--- src/rtl/servo_pos_ramp.sv ---
// -----------------------------------------------------------------------------
// servo_pos_ramp
//   Command stage in front of the servo PWM generator. Takes target positions
//   over a valid/ready handshake and slews the position output toward the
//   target by a bounded step, once per PWM frame (frame_tick). pos only changes
//   on a frame boundary, so every PWM pulse is glitch-free.
//
//   Handshake: a command transfers on a rising mclk edge where
//   cmd_valid && cmd_ready. cmd_pos and cmd_step are sampled only on that
//   edge. cmd_ready depends on the registered state alone, never on cmd_*.
//
//   Optional feature: define SWEEP_TEST_EN to add a self-test triangle sweep
//   (entered from IDLE while sweep_en = 1). Without it, sweep_en is ignored.
//
// Ports:
//   mclk        system clock, 50 MHz
//   rst_n       asynchronous active-low reset
//   cmd_valid   command present
//   cmd_ready   command can be accepted this cycle (IDLE or RAMP)
//   cmd_pos     requested target position (clamped to POS_MAX)
//   cmd_step    per-frame slew step, 0 selects STEP_DEFAULT
//   frame_tick  one-cycle pulse at the start of each PWM frame
//   sweep_en    self-test sweep request (SWEEP_TEST_EN builds only)
//   pos         current position to the PWM stage
//   busy        state is not IDLE
//   at_target   state is IDLE and pos equals target
//   cmd_err     one-cycle pulse: accepted cmd_pos was above POS_MAX
// -----------------------------------------------------------------------------
module servo_pos_ramp #(
   parameter int POS_W        = 16,
   parameter int POS_MAX      = 50000,
   parameter int POS_INIT     = 25000,
   parameter int STEP_DEFAULT = 1000
) (
   input  logic             mclk,
   input  logic             rst_n,
   input  logic             cmd_valid,
   output logic             cmd_ready,
   input  logic [POS_W-1:0] cmd_pos,
   input  logic [POS_W-1:0] cmd_step,
   input  logic             frame_tick,
   input  logic             sweep_en,
   output logic [POS_W-1:0] pos,
   output logic             busy,
   output logic             at_target,
   output logic             cmd_err
);

   localparam logic [POS_W-1:0] POS_MAX_V  = POS_W'(POS_MAX);
   localparam logic [POS_W-1:0] POS_INIT_V = POS_W'(POS_INIT);
   localparam logic [POS_W-1:0] STEP_DEF_V = POS_W'(STEP_DEFAULT);

   typedef enum logic [1:0] {
      IDLE = 2'd0,
      LOAD = 2'd1,
      RAMP = 2'd2
`ifdef SWEEP_TEST_EN
      , SWEEP = 2'd3
`endif
   } state_t;

   state_t           state_r, state_nx;
   logic [POS_W-1:0] pos_r, pos_nx;
   logic [POS_W-1:0] target_r, target_nx;
   logic [POS_W-1:0] step_r, step_nx;
   logic             err_nx;
   logic             busy_r, at_target_r, err_r;
   logic             accept;
   logic             moving_up;
   logic [POS_W:0]   diff;
`ifdef SWEEP_TEST_EN
   logic             dir_up_r, dir_up_nx;
   logic [POS_W:0]   sweep_sum;
`endif

   assign cmd_ready = (state_r == IDLE) || (state_r == RAMP);
   assign accept    = cmd_valid && cmd_ready;

   // Distance to target in one extra bit so neither direction can wrap.
   // Stepping only happens when diff > step_r, which keeps pos strictly
   // between its old value and target, hence inside [0, POS_MAX].
   assign moving_up = target_r > pos_r;
   assign diff      = moving_up ? ({1'b0, target_r} - {1'b0, pos_r})
                                : ({1'b0, pos_r} - {1'b0, target_r});

   always_comb begin
      state_nx  = state_r;
      pos_nx    = pos_r;
      target_nx = target_r;
      step_nx   = step_r;
      err_nx    = 1'b0;
`ifdef SWEEP_TEST_EN
      dir_up_nx = dir_up_r;
      sweep_sum = {1'b0, pos_r} + {1'b0, STEP_DEF_V};
`endif
      if (accept) begin
         // A new command beats a simultaneous frame_tick; the tick is dropped.
         target_nx = (cmd_pos > POS_MAX_V) ? POS_MAX_V : cmd_pos;
         err_nx    = cmd_pos > POS_MAX_V;
         step_nx   = (cmd_step == '0) ? STEP_DEF_V : cmd_step;
         state_nx  = LOAD;
      end else begin
         case (state_r)
            IDLE: begin
`ifdef SWEEP_TEST_EN
               if (sweep_en) begin
                  state_nx  = SWEEP;
                  dir_up_nx = 1'b1;
               end
`endif
            end
            LOAD: state_nx = (target_r != pos_r) ? RAMP : IDLE;
            RAMP: begin
               if (frame_tick) begin
                  if (diff <= {1'b0, step_r}) begin
                     pos_nx   = target_r;
                     state_nx = IDLE;
                  end else if (moving_up) begin
                     pos_nx = pos_r + step_r;
                  end else begin
                     pos_nx = pos_r - step_r;
                  end
               end
            end
`ifdef SWEEP_TEST_EN
            SWEEP: begin
               if (!sweep_en) begin
                  state_nx  = IDLE;
                  target_nx = pos_r;
               end else if (frame_tick) begin
                  // Triangle: clamp at each end and reverse direction there.
                  if (dir_up_r) begin
                     if (sweep_sum >= {1'b0, POS_MAX_V}) begin
                        pos_nx    = POS_MAX_V;
                        dir_up_nx = 1'b0;
                     end else begin
                        pos_nx = sweep_sum[POS_W-1:0];
                     end
                  end else begin
                     if (pos_r <= STEP_DEF_V) begin
                        pos_nx    = '0;
                        dir_up_nx = 1'b1;
                     end else begin
                        pos_nx = pos_r - STEP_DEF_V;
                     end
                  end
               end
            end
`endif
            default: state_nx = IDLE;
         endcase
      end
   end

   always_ff @(posedge mclk or negedge rst_n) begin
      if (!rst_n) begin
         state_r     <= IDLE;
         pos_r       <= POS_INIT_V;
         target_r    <= POS_INIT_V;
         step_r      <= STEP_DEF_V;
         busy_r      <= 1'b0;
         at_target_r <= 1'b1;
         err_r       <= 1'b0;
`ifdef SWEEP_TEST_EN
         dir_up_r    <= 1'b1;
`endif
      end else begin
         state_r     <= state_nx;
         pos_r       <= pos_nx;
         target_r    <= target_nx;
         step_r      <= step_nx;
         // Status flags track the values being loaded on this same edge.
         busy_r      <= state_nx != IDLE;
         at_target_r <= (state_nx == IDLE) && (pos_nx == target_nx);
         err_r       <= err_nx;
`ifdef SWEEP_TEST_EN
         dir_up_r    <= dir_up_nx;
`endif
      end
   end

   assign pos       = pos_r;
   assign busy      = busy_r;
   assign at_target = at_target_r;
   assign cmd_err   = err_r;

`ifndef SWEEP_TEST_EN
   logic unused_sweep;
   assign unused_sweep = sweep_en;
`endif

endmodule
--- config.mk ---
export PLATFORM = sky130hd
export DESIGN_NAME = servo_pos_ramp
export DESIGN_NICKNAME = d
export VERILOG_FILES = /design/src/rtl/servo_pos_ramp.sv
export SDC_FILE = /design/constraint.sdc
export NUM_CORES = 1
export LEC_CHECK = 0
export CORE_MARGIN = 1.5
export CORE_UTILIZATION = 25
export CTS_CLUSTER_DIAMETER = 200
export DETAILED_ROUTE_END_ITERATION = 16
export HOLD_SLACK_MARGIN = 0.12
export PLACE_DENSITY = 0.46
export REMOVE_ABC_BUFFERS = 1
export SETUP_SLACK_MARGIN = 0.2
export SLEW_MARGIN = 20
export SYNTH_ARGS = -nofsm -noshare
export SYNTH_HDL_FRONTEND = slang
export SYNTH_SLANG_ARGS = --single-unit
--- constraint.sdc ---
create_clock -name mclk -period 5.4 [get_ports mclk]
set_input_delay 1.08 -clock mclk [delete_from_list [all_inputs] [get_ports mclk]]
set_output_delay 1.08 -clock mclk [all_outputs]
set_load 0.005 [all_outputs]
==> metrics.md <==
| Metric | Value |
|---|---|
| Fin. Hold Viols | `0` |
| Achievable Freq | `between 0.15 and 0.2 GHz` |
| Tightest Hold Check Type | `reg -> reg` |
| Layout Area Growth over Synthesis | `47.0%` |
| Final Setup Violations | `5` |
| Routed WL | `between 20000 and 25000 um` |
| Overflow left after global routing | `0` |
| Yosys cell types | `76` |
| Initial Util | `25.6%` |
| Post-placement cell area | `just under 0.008 mm2` |
| Core box area | `~0.023 mm2` |
| Fin worst setup slack | `-444 ps` |
| Layout cell share with drive strength beyond 1 | `29.6%` |
| CP Capture Type | `register` |
| Worst Tran Pin Value | `770 ps` |
| Clk_lat worst skew | `320 ps` |
| Clock slew at reported path FFs | `90 ps` |
| Mapped cell area | `0.00583 mm2` |
| Metal2 WL | `9470 um` |
| Kind of critical path | `reg -> reg` |
| Final Critical Period | `approximately 5800 ps` |
| Yosys reg bits | `53` |
| Hold_sp | `step_r[5]` |
| ANT cells | `0` |
| Post-Syn Instances | `about 740` |
| Vias/cell | `4.76` |
| Synth area leader | `dfrtp_1` |
| Hold Path Cell Cnt | `2` |
| Reg-to-Reg End | `at_target` |
| Vias in the first global route | `6071` |
| Yosys synthesis warning count | `0` |
| Pins Over Slew Limit | `0` |
| DIE HEIGHT | `around 160 um` |
| Status | `finished with violations` |
| Initial antenna violation count | `0` |
| RSZ-0062 raised after global routing | `yes` |
| Worst hold endpoint | `step_r[5]` |
| Final Util | `between 30% and 40%` |
| Pre-CTS WS | `-933 ps` |
| Failing checks | `negative setup slack` |
| R2r setup slk | `-440 ps` |
| Clock tree buffer depth | `2` |
| Largest cells by area after synthesis | `dfrtp_1, ha_1, dfstp_2` |
| Area share of the largest cell type after synthesis | `between 10% and 20%` |
| CP Launch Type | `register` |
| Top Ports | `between 50 and 60` |
| Relative slew slack | `about 50%` |
| Hpwl dp | `16500 um` |
| Met3 wire length | `between 900 and 1000 um` |
| CTS tree | `yes` |
| Num CTS Buffers | `5` |
| Post-synth EDFFs | `0` |
| Synth async-reset ratio | `100%` |
| Global-route usage over all layers | `~18%` |
| Post-synth top flop | `dfrtp_1` |
| DIE WIDTH | `156 um` |
| Post-route cell area | `0.00857 mm2` |
| Critical path required time | `5660 ps` |
| Crit path max fanout | `4` |
| Worst Reg-to-Reg Cells | `26` |
| Post-CTS Hold Fix Bufs | `0` |
| Highest routed layer | `met4` |
| Total Nets Final | `1051` |
| Final GP Congestion | `0.850` |
| Clock sinks | `53` |
| Max Clock Skew | `12.1 ps` |
| CTS root buffer | `clkbuf_16` |
| Routed Antenna Nets | `0` |
| Drt wl/cell | `16.6 um` |
| Sequential cell area fraction in the yosys report | `about 23%` |
| DRC Markers | `0` |
| Max-capacitance violation count | `0` |
| Worst reg2reg path startpoint | `pos[7]` |
| Post-route insts no fill | `1261` |
| Final Cycle Share | `108%` |
| Global-route wire length before repair | `33000 um` |
| Post-synthesis area per instance | `7.89 um2` |
| DR vias | `6002` |
| H-tree levels | `2` |
| Largest net degree at the start of global routing | `54` |
| Placed insts | `around 1200` |
| CP arrival | `6110 ps` |
| PortBufs | `55` |
| # rows | `55` |
| First DRT Iteration DRCs | `402` |
| Met1 WL | `between 10000 and 15000 um` |
| Crit path from | `pos[7]` |
| Die ar. | `approximately 0.024 mm2` |
| TritonRoute pass-1 iters | `5` |
worst max-delay path, cell delays in order (launching register included):
cell and delay, ps:
dfstp_2 540, inv_1 100, ha_4 290, nand4_1 110
a2111o_1 480, and3_4 210, buf_6 120, o21ai_2 110
nand4_1 130, a2bb2oi_1 140, a21boi_2 170, a211oi_2 270
a211oi_2 60, xor2_1 170, ha_1 320, a21o_1 170
a21oi_2 130, o221ai_2 130, a2111oi_2 260, a21oi_2 130
or3_4 460, a31o_4 260, xor2_1 160, a31o_1 240
nor4_2 270, buf_4 170, and4b_1 180
registers in the layout, summed over array words and instances, names as in the netlist:
name,cells
busy,1
state_r,2
target_r,16
cmd_err,1
step_r,16
pos,16
at_target,1
final cells by class:
class / count / area (um2)
clock buffer: 6 / 129
clock inverter: 2 / 38.8
fill: 2384 / 14200
inverter: 68 / 255
multi-input combinational: 584 / 4380
sequential: 53 / 1350
tap: 313 / 392
timing repair buffer: 235 / 2030
what timing repair did:
item                       4_1_cts  5_1_grt
resized for setup               77       32
setup buffers                   16        7
gates cloned                     1        1
pin swaps                       37       20
setup endpoints to repair       19       18
metrics by stage:
stage	hold WS [ps]	TNS (ps)
6_report	520	-1030
5_1_grt	546	-2880
4_1_cts	524	-563
3_5_place_dp	513	-2650
3_3_place_gp	509	-1690
2_1_floorplan	475	-5880
layout by cell type (no fill, tap or decap), drive strengths merged, types with 10 or more instances in the layout:
cell           count
o21ai             64
a31oi             15
o21a              12
nor2              64
dfrtp             34
a21o              19
a21oi             56
ha                64
nand4             18
dfstp             19
buf              180
xor2              14
clkdlybuf4s50     54
inv               69
nand3             17
mux2i             10
nand2             67
xnor2             36
nor3              16
cells by family after synthesis:
group | Yosys count | share of synthesized area, %
XOR/XNOR | 50 | 7.51
AND/OR/NAND/NOR | 229 | 19.4
adder cells (fa/ha/maj) | 67 | 14.8
buffers and inverters | 103 | 8.16
multiplexers | 11 | 1.91
AO/OA/AOI/OAI | 226 | 25.1
flip-flops | 53 | 23.2
synthesized netlist by cell type, types with 3 or more instances:
master,number
a211o_1,3
a211oi_1,5
a21o_1,19
a21oi_1,53
a31oi_1,15
and2_1,6
and3_1,3
buf_2,5
buf_4,9
buf_6,6
clkbuf_1,13
dfrtp_1,34
dfstp_2,19
fa_1,3
ha_1,64
inv_1,68
mux2i_1,10
nand2_1,66
nand2b_1,6
nand3_1,16
nand4_1,18
nor2_1,64
nor2b_1,6
nor3_1,15
nor4_1,7
o2111ai_1,9
o211ai_1,9
o21a_1,12
o21ai_0,58
o21ai_1,5
o21bai_1,3
o22ai_1,3
o41ai_1,3
or3_1,3
or4_1,6
xnor2_1,36
xor2_1,14
routing by layer:
metal	vias up	global-route usage (%)
met1	2840	25.4
met2	96	28.8
met5	-	0
met3	13	1.92
met4	0	3.63
li1	3053	-
worst max path at each step:
stage,to,slack (ps)
after global placement,at_target,-810
final,at_target,-440
after CTS,at_target,-440
after global routing,at_target,-730
after detailed placement,at_target,-930
after floorplan,at_target,-1010
Power is left out: the tool's default activity adds up to more than one toggle a clock period on the data nets, which glitch-free logic cannot reach.
